### src/rtl/mul_div_unit.sv
// mul_div_unit
//   Iterative multiply/divide unit with architectural HI/LO registers for the
//   pipelined MIPS core. A mult/multu/div/divu issued from Execute runs in the
//   background for WIDTH cycles of CALC plus one FIX cycle. Hi/Lo are
//   written only when a result is committed or by mthi/mtlo while idle.
//
// Ports
//   clk       in   rising-edge clock
//   reset     in   asynchronous active-low reset
//   StartE    in   Execute holds a mult/multu/div/divu
//   OpE       in   00 mult, 01 multu, 10 div, 11 divu
//   SrcAE     in   rs operand (multiplicand / dividend / mthi-mtlo data)
//   SrcBE     in   rt operand (multiplier / divisor)
//   WriteHiE  in   mthi in Execute
//   WriteLoE  in   mtlo in Execute
//   UseHiLoD  in   Decode instruction touches HI/LO
//   Hi, Lo    out  architectural HI/LO registers
//   BusyE     out  calculation in progress
//   DoneE     out  one-cycle pulse in the FIX cycle
//   StallMD   out  stall request to the hazard unit
module mul_div_unit #(
  parameter int WIDTH = 32
) (
  input  logic             clk,
  input  logic             reset,
  input  logic             StartE,
  input  logic [1:0]       OpE,
  input  logic [WIDTH-1:0] SrcAE,
  input  logic [WIDTH-1:0] SrcBE,
  input  logic             WriteHiE,
  input  logic             WriteLoE,
  input  logic             UseHiLoD,
  output logic [WIDTH-1:0] Hi,
  output logic [WIDTH-1:0] Lo,
  output logic             BusyE,
  output logic             DoneE,
  output logic             StallMD
);

  localparam int CW = $clog2(WIDTH) + 1;

  typedef enum logic [1:0] {IDLE, CALC, FIX} state_t;

  state_t           state;
  state_t           state_nxt;
  logic [CW-1:0]    cnt;
  logic             start;

  // Latched operation and operands
  logic             op_div;
  logic             op_signed;
  logic             sgn_a;
  logic             sgn_b;
  logic [WIDTH-1:0] opa;
  logic [WIDTH-1:0] opb;

  // Iteration state: acc is the product accumulator, aux holds the shifting
  // multiplier (mult) or the dividend shifting into quotient bits (div),
  // rem is the partial remainder.
  logic [2*WIDTH-1:0] acc;
  logic [WIDTH-1:0]   aux;
  logic [WIDTH:0]     rem;

  logic [WIDTH:0]     mul_sum;
  logic [WIDTH:0]     div_shift;
  logic [WIDTH+1:0]   div_trial;
  logic               div_bit;
  logic [WIDTH:0]     div_rem_nxt;

  logic [2*WIDTH-1:0] prod;
  logic [WIDTH-1:0]   fix_hi;
  logic [WIDTH-1:0]   fix_lo;

  function automatic logic [WIDTH-1:0] neg_w(input logic [WIDTH-1:0] v);
    return (~v) + WIDTH'(1);
  endfunction

  function automatic logic [2*WIDTH-1:0] neg_2w(input logic [2*WIDTH-1:0] v);
    return (~v) + (2*WIDTH)'(1);
  endfunction

  assign start = (state == IDLE) && StartE;

  // ---- control: state register and counter
  always_ff @(posedge clk or negedge reset) begin
    if (!reset) begin
      state <= IDLE;
      cnt   <= '0;
    end else begin
      state <= state_nxt;
      if (start)
        cnt <= CW'(WIDTH);
      else if (state == CALC)
        cnt <= cnt - CW'(1);
    end
  end

  always_comb begin
    state_nxt = state;
    BusyE     = 1'b0;
    DoneE     = 1'b0;
    case (state)
      IDLE: begin
        if (StartE)
          state_nxt = CALC;
      end
      CALC: begin
        BusyE = 1'b1;
        if (cnt == CW'(1))
          state_nxt = FIX;
      end
      FIX: begin
        BusyE     = 1'b1;
        DoneE     = 1'b1;
        state_nxt = IDLE;
      end
      default: state_nxt = IDLE;
    endcase
  end

  assign StallMD = BusyE & UseHiLoD;

  // ---- one iteration step
  always_comb begin
    mul_sum     = {1'b0, acc[2*WIDTH-1:WIDTH]} + (aux[0] ? {1'b0, opa} : '0);
    div_shift   = {rem[WIDTH-1:0], aux[WIDTH-1]};
    div_trial   = {1'b0, div_shift} - {2'b00, opb};
    div_bit     = ~div_trial[WIDTH+1];
    div_rem_nxt = div_bit ? div_trial[WIDTH:0] : div_shift;
  end

  // Operands are stored as magnitudes for signed ops so both algorithms run
  // unsigned; signs are reapplied in FIX.
  always_ff @(posedge clk) begin
    if (start) begin
      op_div    <= OpE[1];
      op_signed <= ~OpE[0];
      sgn_a     <= ~OpE[0] & SrcAE[WIDTH-1];
      sgn_b     <= ~OpE[0] & SrcBE[WIDTH-1];
      opa       <= (~OpE[0] & SrcAE[WIDTH-1]) ? neg_w(SrcAE) : SrcAE;
      opb       <= (~OpE[0] & SrcBE[WIDTH-1]) ? neg_w(SrcBE) : SrcBE;
      acc       <= '0;
      rem       <= '0;
      if (OpE[1])
        aux <= (~OpE[0] & SrcAE[WIDTH-1]) ? neg_w(SrcAE) : SrcAE;
      else
        aux <= (~OpE[0] & SrcBE[WIDTH-1]) ? neg_w(SrcBE) : SrcBE;
    end else if (state == CALC) begin
      if (op_div) begin
        rem <= div_rem_nxt;
        aux <= {aux[WIDTH-2:0], div_bit};
      end else begin
        acc <= {mul_sum, acc[WIDTH-1:1]};
        aux <= aux >> 1;
      end
    end
  end

  // ---- FIX: sign correction and special cases
  // min-negative / -1 needs no special case: |min| / 1 gives quotient
  // 2^(WIDTH-1), and negating it yields the same bit pattern, remainder 0.
  always_comb begin
    prod   = (op_signed && (sgn_a ^ sgn_b)) ? neg_2w(acc) : acc;
    fix_hi = prod[2*WIDTH-1:WIDTH];
    fix_lo = prod[WIDTH-1:0];
    if (op_div) begin
      if (opb == '0) begin
        // Divide by zero: all-ones quotient, dividend back as remainder.
        fix_lo = '1;
        fix_hi = sgn_a ? neg_w(opa) : opa;
      end else begin
        fix_lo = (op_signed && (sgn_a ^ sgn_b)) ? neg_w(aux) : aux;
        fix_hi = sgn_a ? neg_w(rem[WIDTH-1:0]) : rem[WIDTH-1:0];
      end
    end
  end

  // ---- architectural HI/LO
  always_ff @(posedge clk or negedge reset) begin
    if (!reset) begin
      Hi <= '0;
      Lo <= '0;
    end else if (state == FIX) begin
      Hi <= fix_hi;
      Lo <= fix_lo;
    end else if (state == IDLE && !StartE) begin
      if (WriteHiE)
        Hi <= SrcAE;
      if (WriteLoE)
        Lo <= SrcAE;
    end
  end

endmodule

### config.mk
export PLATFORM = sky130hd
export DESIGN_NAME = mul_div_unit
export DESIGN_NICKNAME = d
export VERILOG_FILES = /design/src/rtl/mul_div_unit.sv
export SDC_FILE = /design/constraint.sdc
export NUM_CORES = 1
export LEC_CHECK = 0
export CORE_MARGIN = 2
export CORE_UTILIZATION = 35
export DETAILED_ROUTE_END_ITERATION = 7
export PLACE_DENSITY = 0.49
export RECOVER_POWER = 50
export SETUP_SLACK_MARGIN = 0.05
export SLEW_MARGIN = 5
export SYNTH_ARGS = -nofsm -noshare
export SYNTH_HDL_FRONTEND = slang
export SYNTH_SLANG_ARGS = --single-unit
### constraint.sdc
create_clock -name clk -period 9.4 [get_ports clk]
set_input_delay 2.35 -clock clk [delete_from_list [all_inputs] [get_ports clk]]
set_output_delay 2.35 -clock clk [all_outputs]
set_load 0.02 [all_outputs]
* Word level (Yosys, flattened, before mapping)
Cells that the tools add are included.
Cells by class: add/subtract/negate cells 9, bitwise logic cells 13, multiplexer cells 29, equality and inequality tests 5, reduce and logical (&&, ||, !) cells 16
Operators with widths (number):
- two-way mux 32 bit | 21
- adder 32 x 1 -> 32 bit (second input constant) | 5
- NOT 32 bit | 5
- adder 64 x 1 -> 64 bit (second input constant) | 1
- two-way mux 64 bit | 1
- NOT 64 bit | 1
- subtractor 33 x 32 -> 34 bit | 1
- adder 32 x 32 -> 33 bit | 1
- logical NOT 32 bit | 1
- two-way mux 6 bit | 2
- AND reduction 2 bit | 5
- nonzero test 2 bit | 4
- equality test 6 x 1 -> 1 bit (second input constant) | 1
- subtractor 6 x 1 -> 6 bit (second input constant) | 1
- two-way mux 2 bit | 2
- != test 2 bit (second input constant) | 2
- one-hot mux 2 bit (2 select lines) | 1
- bitwise AND 1 bit | 3
- logical AND 1 bit | 3
- NOT 1 bit | 3
- equality test 2 x 1 -> 1 bit (second input constant) | 1
- equality test 2 bit (second input constant) | 1
- logical NOT 2 bit | 1
- two-way mux 1 bit | 2
- other kinds (3) | 3
Storage, ports and cells: register bits after elaboration 268

* Logic depth before layout (Yosys ltp)
Gate-level depths: netlist (run 1).
word-level depth 6, gate-level depth with buffers 14

* Worst setup path before layout (run 1)
No wires, ideal clock.
path type input to register, start input port StartE, end register op_div, enable pin, setup time 0.459 ns, buffers on the path 3, arrival time 5.035 ns, setup slack 3.906 ns, cell stages on the path 5, cells stage by stage nand2_1 -> clkbuf_1 -> clkinv_1 -> clkbuf_1 -> clkbuf_1
Between the ends: longest elaborated chain between the ends 1
Ends and longest elaborated chain:
- from (decl) | line 26 | input logic StartE,
- logical AND 1 bit | line 82 | assign start = (state == IDLE) && StartE;
- net start | line 47 | logic start;
- to (signal assigned) | line 136 | op_div <= OpE[1];
- to (decl) | line 50 | logic op_div;
The timed path passes the listed nets, and every way through them passes these cells. A chain may end at the register's enable or synchronous reset.

* Worst setup path after layout (run 1)
start input port UseHiLoD, end output port StallMD
Between the ends: longest elaborated chain between the ends 1
Ends and longest elaborated chain:
- from (decl) | line 32 | input logic UseHiLoD,
- bitwise AND 1 bit | line 121 | assign StallMD = BusyE & UseHiLoD;
- to (decl) | line 37 | output logic StallMD
Every way passes these cells.

==> results.rst, run 1 <==
.. list-table::
   :header-rows: 1

   * - Metric
     - Value
   * - Pin count of the biggest net entering global routing
     - 73
   * - Syn. warnings
     - 0
   * - Max-Cap Viols
     - 4
   * - Number of hold-slack violations in the final timing report
     - 0
   * - Setup repair after global routing missed its margin
     - false
   * - Master cell of the clock root buffer
     - sky130_fd_sc_hd__clkbuf_16
   * - Number of core rows
     - 87
   * - # nets final
     - 2552
   * - Worst Setup Start Kind
     - primary input
   * - Count leader, synth
     - sky130_fd_sc_hd__nand2_1
   * - Remaining global-route overflow
     - 0
   * - HPWL after detailed placement
     - 55.4 mm
   * - Pins Over Slew Limit
     - 157
   * - Cell type with the highest aggregate area in the netlist
     - sky130_fd_sc_hd__edfxtp_1
   * - Outcome
     - finished with violations
   * - Starting utilization of the core area
     - 35.3%
   * - Worst IR Drop VDD
     - 0.000159 V
   * - Violations in the final reports
     - max-capacitance violations, max-slew violations
   * - Series of cell instances along the critical path
     - clkdlybuf4s50_1 > and2_1 > clkdlybuf4s50_1
   * - Routed wirelength normalized by instance count
     - 23.3 µm
   * - Number of distinct library cell variants in the gate-level netlist after synthesis
     - 72
   * - DRC
     - 0
   * - Worst Setup End Kind
     - primary output
   * - Path type of the worst min-delay path
     - reg2reg
   * - Setup Viol. Count Final
     - 0
   * - Clock tree sinks
     - 268
   * - Final weighted congestion of routability-driven global placement
     - 0.899
   * - CTS resizes
     - 0
   * - Antenna violations before repair
     - 1
   * - Leakage power total
     - 0.00907 µW
   * - Setup_tns
     - 0 ns
   * - Clock-pin slew reported for the worst setup and hold paths after clock tree synthesis
     - 0.06 ns
   * - Synth Cell Area
     - 19800 µm²
   * - Vias in the first global route
     - 17700
   * - Cell family contributing the most delay on the critical path
     - buffers and inverters
   * - Core Box Area
     - 56100 µm²
   * - Finished Cell Area
     - 23000 µm²
   * - Most common cell on crit path
     - sky130_fd_sc_hd__clkdlybuf4s50_1
   * - Number of placed I/O pins
     - 139
   * - Post-detailed-placement cell area
     - 21800 µm²
   * - Number of H-tree levels
     - 2
   * - Async set or reset register ratio after synthesis
     - 26.9%
   * - Setup repair bufs after CTS
     - 0
   * - Clock buffer count from CTS
     - 37
   * - Buf+Inv Stages, Crit Path
     - 2
   * - Cell area power density
     - 335 nW/µm²
   * - DR vias/cell
     - 5.77
   * - Number of DRC markers after the initial detailed-route iteration
     - 1736
   * - Wire length of the first global-routing pass
     - 112 mm
   * - Data required time at the worst endpoint
     - 7.05 ns
   * - Total of buffers placed on input and output ports
     - 138
   * - Post-route clock period utilization
     - 62.3%
   * - Layout overhead on the synthesized area
     - 16.6%
   * - Post-synth EDFFs
     - 100
   * - Layout cell share with drive strength beyond 1
     - 5.43%
   * - CP Max Fanout
     - 1
   * - Worst hold margin
     - 0.487 ns
   * - TritonCTS clock tree
     - built
   * - Sequential fraction of the synthesis area
     - 34.0%
   * - Ranking of synthesized cells by instance count
     - sky130_fd_sc_hd__nand2_1, sky130_fd_sc_hd__a21oi_1, sky130_fd_sc_hd__o21ai_0
   * - Largest cells by area after synthesis
     - sky130_fd_sc_hd__edfxtp_1, sky130_fd_sc_hd__dfxtp_1, sky130_fd_sc_hd__dfrtp_1, sky130_fd_sc_hd__xnor2_1, sky130_fd_sc_hd__xor2_1
   * - Avg Cell Area, Syn
     - 8.45 µm²
   * - Skew-Pair Late Insertion Delay
     - 0.58 ns
   * - Worst path slowest cell
     - sky130_fd_sc_hd__clkdlybuf4s50_1
   * - Total Die Area
     - 58400 µm²
   * - Routed Antenna Nets
     - 0
   * - Number of iterations in the first detailed-routing pass
     - 6
   * - Via count
     - 18400
   * - Horiz. Die Dim
     - 242 µm
   * - Detailed Route WL
     - 74.2 mm
   * - Count of hold-fix buffers inserted at cts
     - 0
   * - Die Height
     - 242 µm
   * - Overall routing resource usage
     - 24.8%
   * - Final critical-path required period
     - 5.86 ns
   * - Longest individual stage delay on the worst path
     - 0.59 ns
   * - Number of buffers between clock root and the deepest sink
     - 3
   * - Max Clk Rate
     - 171 MHz
   * - Worst slew slack as a fraction of its limit
     - -112%
   * - Crit Path Category
     - in2out
   * - CP Data Arrival Time
     - 3.51 ns
   * - Worst-case clock skew
     - 0.0304 ns
   * - Total nets after synthesis
     - 2490
   * - Most common flop cell mapped by yosys
     - sky130_fd_sc_hd__edfxtp_1
   * - Syn Inst Count
     - 2340
   * - Top-area cell type share of the netlist area
     - 15.2%
   * - Seq cells post-synth
     - 268
   * - Total power
     - 7730 µW
   * - Transition at the pin with the smallest max-transition slack
     - 3.17 ns
-- worst paths after layout --
path,depth (start not counted),from,slack (ns),end
setup / recovery,3,UseHiLoD,3.54,StallMD
hold / removal,2,acc[12],0.49,acc[11]
setup reg to reg,14,aux[0],5.19,acc[59]
hold reg to reg,2,acc[12],0.49,acc[11]
max in group asynchronous,2,reset,3.69,Hi[30]
min in group asynchronous,1,reset,2.06,Lo[21]
-- registers in the layout (all words and copies together) (netlist names) --
register,count
state,2
sgn_b,1
op_div,1
Lo,32
op_signed,1
rem,32
opa,32
sgn_a,1
aux,32
Hi,32
cnt,6
opb,32
acc,64
-- power by group --
| part | switching (µW) | internal (µW) |
|---|---|---|
| clock network | 594 | 902 |
| logic | 2390 | 1530 |
| registers | 587 | 1720 |
| total | 3570 | 4150 |
-- metrics by stage --
step | util, % | setup WS (ns) | std cells
6_report | 41.1 | 3.54 | 3189
3_5_place_dp | 38.9 | 3.54 | 3119
3_3_place_gp | 38.9 | 3.52 | 3119
2_1_floorplan | - | 3.91 | 2340
5_1_grt | 41.1 | 2.87 | 3187
4_1_cts | 41.1 | 3.53 | 3187
-- worst reg2reg max path: stages, from the launching register on --
cell and delay [ns]:
sky130_fd_sc_hd__edfxtp_1 0.32, sky130_fd_sc_hd__buf_4 0.32, sky130_fd_sc_hd__inv_1 0.20, sky130_fd_sc_hd__nor2_1 0.14, sky130_fd_sc_hd__ha_1 0.20, sky130_fd_sc_hd__fa_1 0.25
sky130_fd_sc_hd__a21oi_1 0.11, sky130_fd_sc_hd__o31ai_1 0.31, sky130_fd_sc_hd__a31oi_1 0.24, sky130_fd_sc_hd__a2111oi_0 0.96, sky130_fd_sc_hd__o31ai_1 0.25, sky130_fd_sc_hd__o21bai_1 0.28
sky130_fd_sc_hd__nor2_1 0.11, sky130_fd_sc_hd__o211a_1 0.21, sky130_fd_sc_hd__a211oi_1 0.22
-- cell families (layout without fill, tap and decap cells) --
group / count (synthesis) / after routing / synth area share, %
flip-flops: 268 / 268 / 34.0
AO/OA/AOI/OAI: 710 / 710 / 22.1
multiplexers: 101 / 101 / 5.29
other: 0 / 2 / 0
AND/OR/NAND/NOR: 711 / 711 / 17.9
XOR/XNOR: 262 / 262 / 11.6
buffers and inverters: 210 / 301 / 3.99
adder cells (fa/ha/maj): 78 / 78 / 5.01
-- per-layer routing --
| metal | up-vias | wire (µm) | GRT usage (%) |
|---|---|---|---|
| li1 | 8711 | - | - |
| met1 | 8961 | 34200 | 35.3 |
| met3 | 125 | 4040 | 2.60 |
| met2 | 617 | 33000 | 38.5 |
| met4 | 0 | 2920 | 10.1 |
| met5 | - | 0 | 0 |
-- final cells by class --
type / count / area, µm²
Timing Repair Buffer: 161 / 1520
Antenna cell: 2 / 5.00
Inverter: 72 / 275
Multi-Input combinational cell: 1862 / 12300
Tap cell: 756 / 946
Sequential cell: 268 / 6730
Clock inverter: 14 / 173
Clock buffer: 54 / 1100
Fill cell: 5597 / 33000
-- layout by cell type, fill, tap and decap left out, types with 34 or more instances in the layout --
cell	n
sky130_fd_sc_hd__a211oi_1	41
sky130_fd_sc_hd__a21oi_1	200
sky130_fd_sc_hd__a31oi_1	48
sky130_fd_sc_hd__and2_1	40
sky130_fd_sc_hd__clkbuf_16	39
sky130_fd_sc_hd__clkdlybuf4s50_1	76
sky130_fd_sc_hd__dfrtp_1	72
sky130_fd_sc_hd__dfxtp_1	96
sky130_fd_sc_hd__dlygate4sd3_1	60
sky130_fd_sc_hd__edfxtp_1	100
sky130_fd_sc_hd__ha_1	75
sky130_fd_sc_hd__inv_1	71
sky130_fd_sc_hd__mux2i_1	83
sky130_fd_sc_hd__nand2_1	230
sky130_fd_sc_hd__nand3_1	50
sky130_fd_sc_hd__nor2_1	123
sky130_fd_sc_hd__nor2b_1	34
sky130_fd_sc_hd__nor3_1	50
sky130_fd_sc_hd__nor4_1	37
sky130_fd_sc_hd__o21ai_0	187
sky130_fd_sc_hd__o221ai_1	34
sky130_fd_sc_hd__o31ai_1	54
sky130_fd_sc_hd__xnor2_1	142
sky130_fd_sc_hd__xor2_1	120
Note: power is estimated with default switching activity, not from simulation.
==> inputs of run 2 (changes only) <==
==> constraint.sdc (replaced) <==
create_clock -name clk -period 6.1 [get_ports clk]
set_input_delay 1.525 -clock clk [delete_from_list [all_inputs] [get_ports clk]]
set_output_delay 1.525 -clock clk [all_outputs]
set_load 0.02 [all_outputs]
==> results.rst, run 2 (synthesized netlist as in run 1, its figures left out) <==
.. list-table::
   :header-rows: 1

   * - Metric
     - Value
   * - Layout overhead on the synthesized area
     - 17.1%
   * - Most frequent cells in the layout
     - sky130_fd_sc_hd__nand2_1, sky130_fd_sc_hd__a21oi_1, sky130_fd_sc_hd__o21ai_0, sky130_fd_sc_hd__xnor2_1, sky130_fd_sc_hd__nor2_1
   * - Total of buffers placed on input and output ports
     - 138
   * - CP Data Arrival Time
     - 5.38 ns
   * - CP Max Fanout
     - 92
   * - Number of DRC markers after the initial detailed-route iteration
     - 1616
   * - DR vias/cell
     - 5.76
   * - TritonCTS clock tree
     - built
   * - Max-Cap Viols
     - 6
   * - Pins Over Slew Limit
     - 220
   * - Worst-case reg-to-reg path depth
     - 8
   * - # nets final
     - 2555
   * - Count of hold-fix buffers inserted at cts
     - 0
   * - Pin count of the biggest net entering global routing
     - 93
   * - Worst-case clock skew
     - 0.0350 ns
   * - Capture point of the worst reg-to-reg path
     - aux[25]
   * - Worst slew slack as a fraction of its limit
     - -106%
   * - Path type of the worst min-delay path
     - reg2reg
   * - Cell area power density
     - 522 nW/µm²
   * - Die Height
     - 242 µm
   * - Worst Setup Start Kind
     - primary input
   * - Remaining global-route overflow
     - 0
   * - Commonest non-fill, non-tap cell in the layout
     - sky130_fd_sc_hd__nand2_1
   * - Total power
     - 12100 µW
   * - Final critical-path required period
     - 5.09 ns
   * - Detailed Route WL
     - 75.3 mm
   * - Transition at the pin with the smallest max-transition slack
     - 3.09 ns
   * - Layout cell share with drive strength beyond 1
     - 5.51%
   * - HPWL after detailed placement
     - 56.2 mm
   * - RR Startpoint
     - state[1]
   * - Number of H-tree levels
     - 2
   * - Setup_tns
     - 0 ns
   * - Skew-Pair Late Insertion Delay
     - 0.58 ns
   * - Horiz. Die Dim
     - 242 µm
   * - Register with the most flip-flops
     - acc
   * - Via count
     - 18400
   * - DRC
     - 0
   * - Crit Path Category
     - in2reg
   * - Wire length of the first global-routing pass
     - 112 mm
   * - Total Die Area
     - 58400 µm²
   * - Capturing element of the worst setup path
     - aux[25]
   * - Leakage power total
     - 0.00912 µW
   * - Final antenna diode count
     - 0
   * - Critical Path Source
     - StartE
   * - CTS resizes
     - 0
   * - Setup repair after global routing missed its margin
     - false
   * - Number of iterations in the first detailed-routing pass
     - 5
   * - Violations in the final reports
     - max-capacitance violations, max-slew violations
   * - Setup repair bufs after CTS
     - 0
   * - Routed wirelength normalized by instance count
     - 23.6 µm
   * - Clock-pin slew reported for the worst setup and hold paths after clock tree synthesis
     - 0.06 ns
   * - Final weighted congestion of routability-driven global placement
     - 0.902
   * - Worst IR Drop VDD
     - 0.000293 V
   * - Routed Antenna Nets
     - 0
   * - Max Clk Rate
     - 196 MHz
   * - Outcome
     - finished with violations
   * - Number of placed I/O pins
     - 139
   * - Number of buffers between clock root and the deepest sink
     - 3
   * - Vias in the first global route
     - 17600
   * - Data required time at the worst endpoint
     - 6.38 ns
   * - Reg2reg setup slack
     - 1.85 ns
   * - Largest register FFs
     - 64
   * - Starting utilization of the core area
     - 35.3%
   * - Master cell of the clock root buffer
     - sky130_fd_sc_hd__clkbuf_16
   * - Post-route clock period utilization
     - 83.5%
   * - Number of hold-slack violations in the final timing report
     - 0
   * - Worst Setup End Kind
     - flip-flop
   * - Antenna violations before repair
     - 2
   * - Overall routing resource usage
     - 25.1%
   * - Clock tree sinks
     - 268
   * - Core Box Area
     - 56100 µm²
   * - Setup Viol. Count Final
     - 0
   * - Number of core rows
     - 87
   * - Clock buffer count from CTS
     - 38
## run 2: changes by cell type in the layout (fill, tap and decap cells not counted), moves of 2 or more
cell / previous run / this run
sky130_fd_sc_hd__clkbuf_8: 7 / 5
sky130_fd_sc_hd__diode_2: 2 / 0
sky130_fd_sc_hd__clkdlybuf4s50_1: 76 / 97
sky130_fd_sc_hd__clkbuf_16: 39 / 42
sky130_fd_sc_hd__dlygate4sd3_1: 60 / 39
## run 2: per-layer routing
layer / part of all wire, % / global-route usage, %
met1: 46 / 34.7
met2: 45 / 39.5
met3: 5.1 / 3.04
met4: 4.2 / 10.8
met5: 0 / 0
## run 2: layout make-up
type	instances	area [µm²]
clock buffers	56	1160
multi-input cells	1862	12300
flip-flops and latches	268	6730
well taps	756	946
repair buffers	163	1560
fillers	5608	32900
inverters	72	275
clock inverters	13	186
## run 2: report_power, final
group | switching (µW) | internal (µW) | total [µW]
registers | 936 | 2650 | 3580
logic | 3690 | 2400 | 6090
clock network | 906 | 1490 | 2390
## run 2: how the worst min path moves through the flow
stage,from,endpoint,depth (start not counted)
global placement,acc[12],acc[11],2
global route,acc[21],acc[21],2
floorplan,acc[12],acc[11],2
CTS,acc[12],acc[12],2
finish,acc[12],acc[11],2
detailed placement,acc[12],acc[12],2
## run 2: metrics by stage
stage | cell area, µm² | setup WS, ns | hold slack (ns) | util (%) | cells
3_3_place_gp | 21800 | 1.11 | 0.478 | 38.9 | 3121
4_1_cts | 23200 | 1.57 | 0.497 | 41.3 | 3190
5_1_grt | 23100 | 0.769 | 0.522 | 41.3 | 3190
2_1_floorplan | 19800 | 1.43 | 0.453 | - | 2340
6_report | 23100 | 1.01 | 0.491 | 41.3 | 3190
3_5_place_dp | 21800 | 0.967 | 0.489 | 38.9 | 3121
## run 2: worst max-delay path: stages
cell	delay [ns]
sky130_fd_sc_hd__dlygate4sd3_1	0.56
sky130_fd_sc_hd__nand2_1	0.07
sky130_fd_sc_hd__dlymetal6s4s_1	1.60
sky130_fd_sc_hd__inv_6	0.78
sky130_fd_sc_hd__buf_12	0.44
sky130_fd_sc_hd__a211oi_1	0.26
sky130_fd_sc_hd__a21oi_1	0.06
